<file path="src/rtl/nibble_serial_subtractor_if.sv">
// Operand/result bundle for nibble_serial_subtractor.
// Optional feature macro: NSS_ADD_MODE_EN adds the 'op' select line
// (0 = subtract, 1 = add), driven by the master alongside the operands.
interface nibble_serial_subtractor_if #(
  parameter int WIDTH = 16
);
  logic             start;
  logic [WIDTH-1:0] a;
  logic [WIDTH-1:0] b;
  logic             bin;
  logic             busy;
  logic             done;
  logic [WIDTH-1:0] out;
  logic             bout;
  logic             neg;
  logic             zero;
  logic             ovf;

`ifdef NSS_ADD_MODE_EN
  logic             op;

  modport master (
    output start, a, b, bin, op,
    input  busy, done, out, bout, neg, zero, ovf
  );

  modport slave (
    input  start, a, b, bin, op,
    output busy, done, out, bout, neg, zero, ovf
  );
`else
  modport master (
    output start, a, b, bin,
    input  busy, done, out, bout, neg, zero, ovf
  );

  modport slave (
    input  start, a, b, bin,
    output busy, done, out, bout, neg, zero, ovf
  );
`endif
endinterface

</file>
<file path="src/rtl/nibble_serial_subtractor.sv">
// Multi-cycle WIDTH-bit subtractor: out = a - b - bin, one nibble per clock,
// LSB nibble first, through a 4-bit carry-lookahead slice. A registered
// borrow links successive nibbles. Results and flags hold until the next
// completed operation or reset.
// Optional feature macro: NSS_ADD_MODE_EN (adds op input; op=1 computes
// a + b + bin and bout reports the carry-out).
module nibble_serial_subtractor #(
  parameter int WIDTH = 16
) (
  input logic                     clk,
  input logic                     rst_n,
  nibble_serial_subtractor_if.slave bus
);

  localparam int NIB = WIDTH / 4;
  localparam int CW  = $clog2(NIB) + 1;

  typedef enum logic [1:0] {
    IDLE = 2'd0,
    RUN  = 2'd1,
    DONE = 2'd2
  } state_t;

  state_t           state_q, state_d;
  logic [WIDTH-1:0] a_sh_q, a_sh_d;
  logic [WIDTH-1:0] b_sh_q, b_sh_d;
  logic [WIDTH-1:0] res_q, res_d;
  logic [CW-1:0]    cnt_q, cnt_d;
  // Inter-nibble link: a borrow when subtracting, a carry when adding.
  logic             link_q, link_d;
  logic             a_msb_q, a_msb_d;
  logic             b_msb_q, b_msb_d;
  logic [WIDTH-1:0] out_q, out_d;
  logic             bout_q, bout_d;
  logic             neg_q, neg_d;
  logic             zero_q, zero_d;
  logic             ovf_q, ovf_d;

  logic             add_mode;

`ifdef NSS_ADD_MODE_EN
  logic             op_q, op_d;
  assign add_mode = op_q;
`else
  assign add_mode = 1'b0;
`endif

  // ---------------------------------------------------------------------
  // 4-bit carry-lookahead slice. Subtraction feeds ~b and ~borrow so that
  // the same adder yields a - b - borrow; the carry-out is then ~borrow.
  // ---------------------------------------------------------------------
  logic [3:0] x_nib;
  logic [3:0] y_nib;
  logic       cin;
  logic [3:0] g;
  logic [3:0] p;
  logic [3:0] c;
  logic       cout;
  logic [3:0] sum;

  assign x_nib = a_sh_q[3:0];
  assign y_nib = add_mode ? b_sh_q[3:0] : ~b_sh_q[3:0];
  assign cin   = add_mode ? link_q : ~link_q;

  generate
    for (genvar gi = 0; gi < 4; gi++) begin : g_gp
      assign g[gi]   = x_nib[gi] & y_nib[gi];
      assign p[gi]   = x_nib[gi] ^ y_nib[gi];
      assign sum[gi] = p[gi] ^ c[gi];
    end
  endgenerate

  // Lookahead carries, each flattened to two levels of logic.
  assign c[0] = cin;
  assign c[1] = g[0] | (p[0] & cin);
  assign c[2] = g[1] | (p[1] & g[0]) | (p[1] & p[0] & cin);
  assign c[3] = g[2] | (p[2] & g[1]) | (p[2] & p[1] & g[0])
              | (p[2] & p[1] & p[0] & cin);
  assign cout = g[3] | (p[3] & g[2]) | (p[3] & p[2] & g[1])
              | (p[3] & p[2] & p[1] & g[0])
              | (p[3] & p[2] & p[1] & p[0] & cin);

  // Partial result with the new nibble entering at the top; after NIB
  // shifts the LSB nibble has reached bit 0.
  logic [WIDTH-1:0] res_shift;
  logic             link_next;
  logic             last_nib;

  assign res_shift = (res_q >> 4) | (WIDTH'(sum) << (WIDTH - 4));
  assign link_next = add_mode ? cout : ~cout;
  assign last_nib  = (cnt_q == CW'(NIB - 1));

  // Next-state and datapath update: accept in IDLE/DONE, one nibble per RUN cycle.
  always_comb begin
    state_d = state_q;
    a_sh_d  = a_sh_q;
    b_sh_d  = b_sh_q;
    res_d   = res_q;
    cnt_d   = cnt_q;
    link_d  = link_q;
    a_msb_d = a_msb_q;
    b_msb_d = b_msb_q;
    out_d   = out_q;
    bout_d  = bout_q;
    neg_d   = neg_q;
    zero_d  = zero_q;
    ovf_d   = ovf_q;
`ifdef NSS_ADD_MODE_EN
    op_d    = op_q;
`endif

    unique case (state_q)
      IDLE, DONE: begin
        if (bus.start) begin
          a_sh_d  = bus.a;
          b_sh_d  = bus.b;
          link_d  = bus.bin;
          a_msb_d = bus.a[WIDTH-1];
          b_msb_d = bus.b[WIDTH-1];
          res_d   = '0;
          cnt_d   = '0;
`ifdef NSS_ADD_MODE_EN
          op_d    = bus.op;
`endif
          state_d = RUN;
        end else begin
          state_d = IDLE;
        end
      end

      RUN: begin
        a_sh_d = a_sh_q >> 4;
        b_sh_d = b_sh_q >> 4;
        res_d  = res_shift;
        link_d = link_next;
        cnt_d  = cnt_q + CW'(1);
        if (last_nib) begin
          // Only the final result ever reaches the output registers.
          out_d  = res_shift;
          bout_d = link_next;
          neg_d  = res_shift[WIDTH-1];
          zero_d = (res_shift == '0);
          if (add_mode) begin
            ovf_d = (a_msb_q == b_msb_q) && (res_shift[WIDTH-1] != a_msb_q);
          end else begin
            ovf_d = (a_msb_q != b_msb_q) && (res_shift[WIDTH-1] != a_msb_q);
          end
          state_d = DONE;
        end
      end

      default: state_d = IDLE;
    endcase
  end

  // State and datapath registers with synchronous active-low reset.
  always_ff @(posedge clk) begin
    if (!rst_n) begin
      state_q <= IDLE;
      a_sh_q  <= '0;
      b_sh_q  <= '0;
      res_q   <= '0;
      cnt_q   <= '0;
      link_q  <= 1'b0;
      a_msb_q <= 1'b0;
      b_msb_q <= 1'b0;
      out_q   <= '0;
      bout_q  <= 1'b0;
      neg_q   <= 1'b0;
      zero_q  <= 1'b0;
      ovf_q   <= 1'b0;
`ifdef NSS_ADD_MODE_EN
      op_q    <= 1'b0;
`endif
    end else begin
      state_q <= state_d;
      a_sh_q  <= a_sh_d;
      b_sh_q  <= b_sh_d;
      res_q   <= res_d;
      cnt_q   <= cnt_d;
      link_q  <= link_d;
      a_msb_q <= a_msb_d;
      b_msb_q <= b_msb_d;
      out_q   <= out_d;
      bout_q  <= bout_d;
      neg_q   <= neg_d;
      zero_q  <= zero_d;
      ovf_q   <= ovf_d;
`ifdef NSS_ADD_MODE_EN
      op_q    <= op_d;
`endif
    end
  end

  assign bus.busy = (state_q == RUN);
  assign bus.done = (state_q == DONE);
  assign bus.out  = out_q;
  assign bus.bout = bout_q;
  assign bus.neg  = neg_q;
  assign bus.zero = zero_q;
  assign bus.ovf  = ovf_q;

endmodule

</file>
<file path="src/flat_wrapper.sv">
// flat-port wrapper written by rule: the top's interface ports become plain ports
module nibble_serial_subtractor_flat 
#(
  parameter int WIDTH = 16
)
  (clk, rst_n, bus_start, bus_a, bus_b, bus_bin, bus_busy, bus_done, bus_out, bus_bout, bus_neg, bus_zero, bus_ovf);
  nibble_serial_subtractor_if #(.WIDTH(WIDTH)) bus_i ();
  input logic clk;
  input logic rst_n;
  input wire logic [$bits(bus_i.start)-1:0] bus_start;
  input wire logic [$bits(bus_i.a)-1:0] bus_a;
  input wire logic [$bits(bus_i.b)-1:0] bus_b;
  input wire logic [$bits(bus_i.bin)-1:0] bus_bin;
  output wire logic [$bits(bus_i.busy)-1:0] bus_busy;
  output wire logic [$bits(bus_i.done)-1:0] bus_done;
  output wire logic [$bits(bus_i.out)-1:0] bus_out;
  output wire logic [$bits(bus_i.bout)-1:0] bus_bout;
  output wire logic [$bits(bus_i.neg)-1:0] bus_neg;
  output wire logic [$bits(bus_i.zero)-1:0] bus_zero;
  output wire logic [$bits(bus_i.ovf)-1:0] bus_ovf;
  assign bus_i.start = bus_start;
  assign bus_i.a = bus_a;
  assign bus_i.b = bus_b;
  assign bus_i.bin = bus_bin;
  assign bus_busy = bus_i.busy;
  assign bus_done = bus_i.done;
  assign bus_out = bus_i.out;
  assign bus_bout = bus_i.bout;
  assign bus_neg = bus_i.neg;
  assign bus_zero = bus_i.zero;
  assign bus_ovf = bus_i.ovf;
  nibble_serial_subtractor #(.WIDTH(WIDTH)) u_core (.clk(clk), .rst_n(rst_n), .bus(bus_i));
endmodule
</file>
<file path="config.mk">
export PLATFORM = sky130hd
export DESIGN_NAME = nibble_serial_subtractor_flat
export DESIGN_NICKNAME = d
export VERILOG_FILES = /design/src/rtl/nibble_serial_subtractor_if.sv /design/src/rtl/nibble_serial_subtractor.sv /design/src/flat_wrapper.sv
export SDC_FILE = /design/constraint.sdc
export NUM_CORES = 1
export LEC_CHECK = 0
export BUFFER_PORTS_ARGS = -buffer_cell sky130_fd_sc_hd__buf_2
export CAP_MARGIN = 20
export CELL_PAD_IN_SITES_DETAIL_PLACEMENT = 1
export CELL_PAD_IN_SITES_GLOBAL_PLACEMENT = 1
export CORE_AREA = 2 2 90 92
export CTS_BUF_LIST = sky130_fd_sc_hd__clkbuf_4
export DETAILED_ROUTE_END_ITERATION = 10
export DIE_AREA = 0 0 92 94
export PLACE_DENSITY = 0.78
export RECOVER_POWER = 25
export SYNTH_ARGS = -nofsm -noshare
export SYNTH_HDL_FRONTEND = slang
export SYNTH_SLANG_ARGS = --single-unit
</file>
<file path="constraint.sdc">
create_clock -name clk -period 2.83 [get_ports clk]
set_clock_uncertainty 0.2 [all_clocks]
set_input_delay 0.283 -clock clk [delete_from_list [all_inputs] [get_ports clk]]
set_output_delay 0.283 -clock clk [all_outputs]
set_load 0.01 [all_outputs]
</file>
==> metrics.yaml, run 1 <==
fillers: 954
boundaryPins: 58
rows: 32
cts_setup_buffers: 0
via_per_inst: 5.21
finalCritPeriodShare: 0.736
rrSetupSlack_ps: 750
regToRegEndpoint: "u_core.res_q[8]$_SDFFE_PN0P_"
ant_nets: 0
synth-warning-count: 0
setup_ws_ps: 747
start_util: 0.395
synth_common_cells: "nand2_1, dfxtp_1, nor2_1, a311oi_1, a22oi_1"
synth_cell_types: 38
critical_path_class: "flip-flop to flip-flop"
wl_per_cell_um: 15.6
insertion_delay_ps: 440
synth.most_common_cell: "nand2_1"
max_freq_mhz: 480
grt_pass1_vias: 2841
postLayoutCoreUtil: 0.490
syn_area_um2: 3000
powerDensity_nw_per_um2: 546
netlist_instances: 357
first_iter_violations: 119
fp.dieArea_um2: 8650
coreArea_um2: 7610
async_flop_share: 0
start_kind: "flip-flop"
area_growth_pct: 24.1
numCtsBuffers: 9
crit_chain: "nand2b_2, inv_4, nor2_2, a22oi_1, nor2b_1"
numClockSinks: 71
cp_slowest_cell: "nor2_2"
dr.pass1.iters: 4
drc_errors: 0
finalSetupViolCount: 0
maxSlewViolCount: 0
tightest_slew_ps: 1110
vias: 2818
clkSlewWorstSetupHoldPaths_ps: 120
synth_edf_count: 0
cts_buffer_depth: 2
r2r_cells: 5
portBuffers: 57
crit_start: "u_core.state_q[1]$_SDFFE_PN0P_"
antenna_found_initial: 0
timing.rr.start: "u_core.state_q[1]$_SDFFE_PN0P_"
grt_usage: 0.204
critPathMaxStageDelay_ps: 860
fin_nets: 477
min_period_ps: 2080
rsz0062_at_grt: "false"
hp-class: "primary input to flip-flop"
maxSlewHeadroom: 0.256
crit_end: "u_core.res_q[8]$_SDFFE_PN0P_"
yosysTopAreaCellShare: 0.473
grt_max_degree: 54
cts_tree: "built"
tns_ps: 0
grt-ovfl-total: 0
syn_nets: 400
drive_above_1_share: 0.141
die_w_um: 92
cts-htree-levels: 3
cts_root_buf: "clkbuf_4"
hpwl_mm: 5.25
place_congestion: 0.830
required_ps: 2990
synth_seq_cells: 71
yosysTopAreaCell: "dfxtp_1"
synthFlopType: "dfxtp_1"
status: "completed"
synth.area.top_cells: "dfxtp_1, nand2_1, a311oi_1, nor2_1, a22oi_1"
seq_area_frac_synth: 0.473
maxCapViolations: 0
totalWireLength_mm: 8.45
synth.avg_cell_area_um2: 8.41
die_height_um: 94
hold_violations: 0
crit_path_max_fanout: 24
diodes: 0
grt_pass1_wl_mm: 13.8
whs_ps: 14.6
vdd_drop_max_v: 0.000264
endpoint_kind: "flip-flop"
worstPathArrival_ps: 2250
dp_slack_ps: 796
power.leakage_nw: 1.45
-- what timing repair did --
| item | CTS | global route |
|---|---|---|
| hold endpoints to repair | 34 | 0 |
| hold buffers | 32 | 0 |
| endpoints found under the setup margin | 0 | 0 |
| gates resized for setup | 0 | 0 |
-- placed cells by master (no fill, tap or decap), drive strengths merged --
cell type    count
clkinvlp         2
or2              1
nor4             3
fa               1
clkinv           4
a21boi          18
xnor2            1
a21oi            7
and3             2
nand2           85
buf             41
nor2            45
nand3b           1
nor2b           14
o2111ai          1
xor2             1
dfxtp           71
nand2b           3
a31oi            1
a22oi           19
nand3            2
and2             4
ha               6
clkbuf          29
o211a            1
inv             10
or3b             1
a311oi          23
o21ai            6
nor3b            1
a21o             1
o221ai           1
dlygate4sd3     32
a211oi           1
-- cell families (layout without fill, tap and decap cells) --
kind of cell,count (synthesis),count (layout),share of synthesized area
adders and majority gates,7,7,0.0317
AOI/OAI and AO/OA,79,79,0.203
xor gates and xnor gates,2,2,0.00583
and+or+nand+nor,162,162,0.231
buffers and inverters,36,118,0.0558
DFF,71,71,0.473
-- sequential cells by signal, indices dropped and copies added, names as in the netlist, 2 cells and up --
register,cells
u_core.bus.out,15
u_core.res_q,12
u_core.a_sh_q,16
u_core.state_q,2
u_core.b_sh_q,16
u_core.cnt_q,3
-- critical path, delay by kind of cell (launching register included) --
kind,cells,cell delay [ps]
and+or+nand+nor,3,1200
DFF,1,330
AOI/OAI and AO/OA,1,190
buffers and inverters,1,90
-- power by group --
group          internal [mW]  switching, mW  leakage [nW]
clock                  0.180          0.391        0.0602
sequential              1.05         0.0396         0.580
combinational          0.156          0.215         0.813
-- worst min-delay path by stage --
stage / start / end / cells past startpoint
6_report: bus_a[0] / u_core.a_sh_q[0]$_SDFFE_PN0P_ / 3
5_1_grt: bus_a[0] / u_core.a_sh_q[0]$_SDFFE_PN0P_ / 3
4_1_cts: bus_a[0] / u_core.a_sh_q[0]$_SDFFE_PN0P_ / 3
3_5_place_dp: u_core.bus.out[4]$_SDFFE_PN0P_ / u_core.bus.out[4]$_SDFFE_PN0P_ / 2
3_3_place_gp: u_core.bus.out[6]$_SDFFE_PN0P_ / u_core.bus.out[6]$_SDFFE_PN0P_ / 2
2_1_floorplan: bus_a[15] / u_core.a_sh_q[15]$_SDFFE_PN0P_ / 2
-- layer usage --
| layer | vias to the layer above | global-route usage | part of all wire | wire (µm) |
|---|---|---|---|---|
| met4 | 0 | 0.0597 | 0.0096 | 81 |
| met1 | 1371 | 0.240 | 0.44 | 3730 |
| met5 | - | 0 | 0 | 0 |
| li1 | 1376 | - | - | - |
| met2 | 62 | 0.369 | 0.51 | 4300 |
| met3 | 9 | 0.0498 | 0.040 | 334 |
-- per-stage QoR --
stage | area (µm²) | power, mW | instances
after global placement | 3320 | 1.44 | 493
after global routing | 3730 | 2.15 | 541
after CTS | 3750 | 2.04 | 541
after floorplan | 3000 | 1.35 | 357
final | 3730 | 2.04 | 541
after detailed placement | 3320 | 1.45 | 493
-- final cells by class --
type                            instances  area, µm²  area share
Clock buffer                            9       67.6      0.0181
Clock inverter                          7       46.3      0.0124
Inverter                                9       36.3     0.00973
Multi-Input combinational cell        250       1420       0.380
Sequential cell                        71       1420       0.381
Tap cell                              102        128      0.0342
Timing Repair Buffer                   93        611       0.164
(Power assumes the default switching activity.)
==> run 2: changes to the inputs <==
- ABC_AREA: default -> 1
- clock period: 2.83 -> 2.1 ns (I/O delays scaled with it)
==> run 2 against run 1 <==
Against the previous run:
- critical path depth is 1 lower
- largest cell class unchanged
- highest routed layer unchanged
- critical path type is now flip-flop to primary output
- area after synthesis shrank 0.46%
- global-route usage up 2.0 points
- non-clock buffer count is 4 higher
- register-to-register slack worse by 540 ps
- core utilization up 0.95 points
==> metrics.yaml, run 2 <==
status: "completed"
max_freq_mhz: 507
portBuffers: 57  # unchanged
fp.dieArea_um2: 8650  # unchanged
place_congestion: 0.799  # -3.7%
tns_ps: 0  # unchanged
finalCritPeriodShare: 0.939
grt_max_degree: 39  # -28%
coreArea_um2: 7610  # unchanged
synth_cell_types: 28  # -26%
hp-class: "primary input to flip-flop"
drive_above_1_share: 0.164  # +0.0226
cp_slowest_cell: "dfxtp_1"
synth_edf_count: 0  # unchanged
hold_depth: 5  # +2
hold_start: "bus_start"
grt_pass1_wl_mm: 15.1  # +9.5%
synth.area.top_cells: "dfxtp_1, nand2_1, o221ai_1, a21oi_1, nor2_1"
antenna_found_initial: 0  # unchanged
netlist_instances: 373  # +4.5%
critical_path_class: "flip-flop to primary output"
cts_root_buf: "clkbuf_4"
hpwl_mm: 5.77  # +9.9%
crit_path_max_fanout: 28  # +17%
yosysTopAreaCellShare: 0.475  # +0.00218
synth.avg_cell_area_um2: 8.02  # -4.7%
synthFlopType: "dfxtp_1"
totalWireLength_mm: 9.05  # +7.2%
boundaryPins: 58  # unchanged
numClockSinks: 71  # unchanged
yosysTopAreaCell: "dfxtp_1"
r2r_cells: 9  # +4
drc_errors: 0  # unchanged
rrSetupSlack_ps: 210  # -540 ps
powerDensity_nw_per_um2: 801  # +47%
cts_buffer_depth: 2  # unchanged
die_w_um: 92  # unchanged
dp_slack_ps: 261  # -534 ps
min_period_ps: 1970
start_kind: "flip-flop"
syn_area_um2: 2990  # -0.46%
die_height_um: 94  # unchanged
wl_per_cell_um: 16.0  # +2.4%
grt_usage: 0.224  # +0.0200
worstPathArrival_ps: 1560  # -690 ps
first_iter_violations: 133  # +12%
power.leakage_nw: 1.56  # +7.4%
dr.pass1.iters: 4  # unchanged
rows: 32  # unchanged
cts_tree: "built"
grt-ovfl-total: 0  # unchanged
rsz0062_at_grt: "false"
seq_area_frac_synth: 0.475  # +0.00218
synth_common_cells: "nand2_1, dfxtp_1, nor2_1, a21oi_1, inv_1"
start_util: 0.393  # -0.00181
synth_seq_cells: 71  # unchanged
diodes: 0  # unchanged
path_delay_family: "buffers and inverters"
finalSetupViolCount: 0  # unchanged
vias: 2871  # +1.9%
fin_nets: 502  # +5.2%
required_ps: 1690  # -1300 ps
async_flop_share: 0  # unchanged
vdd_drop_max_v: 0.000362  # +37%
synth-warning-count: 0  # unchanged
regToRegEndpoint: "u_core.res_q[15]$_SDFFE_PN0P_"
tightest_slew_ps: 403  # -712 ps
endpoint_kind: "primary output"
grt_pass1_vias: 3058  # +7.6%
clkSlewWorstSetupHoldPaths_ps: 120  # about the same
ant_nets: 0  # unchanged
timing.rr.start: "u_core.b_sh_q[2]$_SDFFE_PN0P_"
final_common_cell: "nand2_1"
insertion_delay_ps: 440  # about the same
syn_nets: 416  # +4.0%
cts-htree-levels: 3  # unchanged
holdPathEnd: "u_core.a_msb_q$_SDFFE_PN0P_"
via_per_inst: 5.07  # -2.6%
layout_common_cells: "nand2_1, dfxtp_1, buf_2"
synth.most_common_cell: "nand2_1"
numCtsBuffers: 9  # unchanged
maxSlewHeadroom: 0.728  # +0.472
critPathMaxStageDelay_ps: 360  # -500 ps
crit_chain: "inv_2, nor2_8, buf_6, buf_2"
maxCapViolations: 0  # unchanged
cp.buffers_inverters: 3  # +2
maxSlewViolCount: 0  # unchanged
hold_violations: 0  # unchanged
setup_ws_ps: 129  # -618 ps
area_growth_pct: 27.1
==> run 2: where the power goes <==
group          leakage (nW)  switching (mW)  internal (mW)  total, mW
logic                 0.895           0.339          0.213      0.552
clock network        0.0840           0.519          0.492       1.01
registers             0.581          0.0550           1.43       1.48
total                  1.56           0.913           2.13       3.05
==> run 2: kinds of logic (layout without fill, tap and decap cells) <==
family,Yosys count,in the layout,synth area share
flops,71,71,0.475
buf+inv,53,144,0.0824
compound gates,74,74,0.164
fa+ha+maj,7,7,0.0318
simple gates,168,168,0.246
==> run 2: what timing repair did <==
action / CTS / global route
setup endpoints to repair: 0 / 1
endpoints found under the hold margin: 39 / 0
hold buffers: 34 / 0
gates resized for setup: 0 / 1
buffers inserted: 0 / 0
==> run 2: metal layers <==
layer	part of all wire	wire length, µm	global-route usage
met4	0.016	146	0.0784
met3	0.030	268	0.0474
met1	0.45	4090	0.273
met5	0	0	0
met2	0.50	4550	0.393
==> run 2: stage by stage <==
| stage | power, mW | hold WS [ps] | util | cells | cell area, µm² |
|---|---|---|---|---|---|
| floorplan | 1.86 | 152 | - | 373 | 2990 |
| global placement | 1.98 | 239 | 0.437 | 516 | 3320 |
| detailed placement | 2.00 | 248 | 0.437 | 516 | 3320 |
| CTS | 3.04 | 128 | 0.503 | 566 | 3820 |
| global route | 3.20 | 145 | 0.500 | 566 | 3800 |
| finish | 3.05 | 122 | 0.500 | 566 | 3800 |
==> run 2: final cells by class <==
class	instances	area, µm²
fillers	962	3810
flip-flops and latches	71	1420
multi-input cells	249	1320
repair buffers	97	647
well taps	102	128
inverters	31	121
clock inverters	6	85.1
clock buffers	10	75.1
==> run 2: worst max path at each step <==
stage / slack (ps) / to / startpoint / cells past startpoint
after floorplan: 460 / u_core.bus.zero$_SDFFE_PN0P_ / u_core.b_sh_q[2]$_SDFFE_PN0P_ / 10
after global placement: 300 / u_core.bus.zero$_SDFFE_PN0P_ / u_core.a_sh_q[0]$_SDFFE_PN0P_ / 8
after detailed placement: 260 / u_core.bus.zero$_SDFFE_PN0P_ / u_core.a_sh_q[0]$_SDFFE_PN0P_ / 8
after CTS: 20 / bus_busy / u_core.state_q[0]$_SDFFE_PN0P_ / 4
after global routing: 20 / bus_busy / u_core.state_q[0]$_SDFFE_PN0P_ / 4
final: 130 / bus_busy / u_core.state_q[0]$_SDFFE_PN0P_ / 4
==> run 2: tightest hold or removal path: stages <==
cell	delay, ps
buf_2	100
nand2_2	100
buf_4	200
nand2_1	60
a21oi_1	50
==> run 3: changes to the inputs <==
- CORE_AREA: 2 2 90 92 -> 2 2 92 94
- DIE_AREA: 0 0 92 94 -> 0 0 94 96
- clock period: 2.1 -> 1.7 ns (I/O delays scaled with it)
==> run 3 against run 2 <==
Against the previous run:
- the run now ends with negative setup slack left
- worst setup slack got worse by 170 ps
- sequential share of layout area decreased by 2.3 points
- die area up 4.3%
- critical path type is now flip-flop to flip-flop
- highest routed layer unchanged
==> metrics.yaml, run 3 (synthesized netlist as in run 2, its figures left out) <==
status: "finished with violations"
failed_checks: "negative setup slack"
setup_ws_ps: -42.4  # -171 ps
power.leakage_nw: 1.66  # +6.6%
maxCapViolations: 0  # unchanged
grt_pass1_vias: 3178  # +3.9%
boundaryPins: 58  # unchanged
postLayoutCellArea_um2: 4070  # +7.0%
maxSlewHeadroom: 0.685  # -0.0435
maxSlewViolCount: 0  # unchanged
totalWireLength_mm: 9.85  # +8.8%
use_met3: 0.0399  # -0.00741
crit_top_cell: "nand2_1"
top_usage_layer: "met2"
endpoint_kind: "flip-flop"
dr.pass1.iters: 4  # unchanged
rows: 33  # +3.1%
fin_nets: 520  # +3.6%
numClockSinks: 71  # unchanged
clkSlewWorstSetupHoldPaths_ps: 130  # about the same
r2r_cells: 8  # -1
coreArea_um2: 8050  # +5.8%
antenna_found_initial: 0  # unchanged
cts_tree: "built"
postLayoutCoreUtil: 0.505  # +0.00539
drc_errors: 0  # unchanged
critical_path_class: "flip-flop to flip-flop"
regToRegEndpoint: "u_core.bus.zero$_SDFFE_PN0P_"
grt_util_met2: 0.389  # -0.00348
finalSetupViolCount: 1  # +1
critPathMaxStageDelay_ps: 440  # +80 ps
grt_pass1_wl_mm: 15.7  # +4.0%
numCtsBuffers: 9  # unchanged
rsz0062_at_grt: "true"
hold_depth: 3  # -2
portBuffers: 57  # unchanged
hold_start: "rst_n"
crit_path_max_fanout: 2  # -93%
cp_slowest_cell: "fa_1"
hpwl_mm: 5.92  # +2.6%
grt_max_degree: 27  # -31%
ant_nets: 0  # unchanged
timing.rr.start: "u_core.link_q$_SDFFE_PN0P_"
required_ps: 1870  # +180 ps
die_w_um: 94  # +2.2%
crit_start: "u_core.link_q$_SDFFE_PN0P_"
hp-class: "primary input to flip-flop"
cts_buffer_depth: 2  # unchanged
min_period_ps: 1740
die_height_um: 96  # +2.1%
insertion_delay_ps: 430  # about the same
finalCritPeriodShare: 1.02
final_common_cell: "nand2_1"
powerDensity_nw_per_um2: 973  # +21%
cts-htree-levels: 3  # unchanged
wl_per_cell_um: 16.8  # +4.9%
rrSetupSlack_ps: -40  # -250 ps
met1_usage: 0.281  # +0.00836
holdPathEnd: "u_core.a_sh_q[5]$_SDFFE_PN0P_"
via_per_inst: 5.24  # +3.2%
start_util: 0.371  # -0.0217
start_kind: "flip-flop"
cp.buffers_inverters: 0  # -3
cts_root_buf: "clkbuf_4"
max_freq_mhz: 574
first_iter_violations: 189  # +42%
drive_above_1_share: 0.247  # +0.0831
crit_chain: "fa_1, nand2_1, nand2_2, nor2_2, nand3_1, nor2_1, nand2_1, a21oi_1"
placed_area_um2: 3420  # +2.8%
grt-ovfl-total: 0  # unchanged
worstPathArrival_ps: 1910  # +350 ps
vias: 3074  # +7.1%
diodes: 0  # unchanged
path_delay_family: "simple AND/OR/NAND/NOR gates"
place_congestion: 0.764  # -4.4%
layout_common_cells: "nand2_1, dfxtp_1, buf_2"
grt_usage: 0.228  # +0.00353
area_growth_pct: 35.9
tightest_slew_ps: 473  # +69.4 ps
vdd_drop_max_v: 0.000470  # +30%
hold_violations: 0  # unchanged
fp.dieArea_um2: 9020  # +4.3%
run 3: cell count changes in the layout (fill, tap and decap cells not counted), sizes merged:
cell,before,now
buf,42,61
clkinv,3,2
dlygate4sd3,34,33
inv,31,32
run 3: worst max path at each step:
stage | to | slack [ps] | depth (start not counted)
final | u_core.bus.zero$_SDFFE_PN0P_ | -40 | 8
after floorplan | u_core.bus.zero$_SDFFE_PN0P_ | 60 | 10
after detailed placement | u_core.bus.bout$_SDFFE_PN0P_ | -100 | 10
after CTS | u_core.bus.zero$_SDFFE_PN0P_ | -30 | 7
after global placement | u_core.bus.zero$_SDFFE_PN0P_ | -7 | 10
after global routing | u_core.bus.zero$_SDFFE_PN0P_ | -110 | 8
run 3: what timing repair did:
action	CTS	global route
setup buffers	2	5
endpoints found under the setup margin	7	31
endpoints found under the hold margin	35	0
resized for setup	9	26
hold buffers	33	0
pin swaps	1	7
run 3: final cells by class:
cell class | instances | area (µm²)
inverters | 31 | 129
clock buffers | 10 | 75.1
well taps | 105 | 131
fillers | 1002 | 3990
multi-input cells | 249 | 1410
clock inverters | 6 | 83.8
repair buffers | 115 | 805
flip-flops and latches | 71 | 1430
run 3: where the power goes:
group	leakage (nW)	switching (mW)	internal [mW]
Clock	0.0821	0.647	0.609
Combinational	0.998	0.497	0.362
Sequential	0.582	0.0745	1.77
Total	1.66	1.22	2.74
run 3: worst register-to-register path, delay by kind of cell (launching register included):
family                   cells  cell delay, ps
AND/OR/NAND/NOR              6             570
adder cells (fa/ha/maj)      1             440
flip-flops                   1             360
AO/OA/AOI/OAI                1             110
run 3: routing by layer:
| layer | part of all wire | wire (µm) |
|---|---|---|
| met5 | 0 | 0 |
| met4 | 0.025 | 242 |
| met3 | 0.046 | 452 |
| met2 | 0.49 | 4840 |
| met1 | 0.44 | 4310 |
run 3: per-stage QoR:
stage	setup slack, ps	hold WS [ps]	TNS [ps]	power [mW]	instances
after floorplan	60.2	112	0	2.29	373
after global placement	-6.93	201	-6.93	2.49	531
after detailed placement	-98.2	212	-353	2.53	531
after CTS	-29.5	7.28	-29.5	3.84	582
after global routing	-113	12.6	-384	4.14	587
final	-42.4	9.71	-42.4	3.96	587
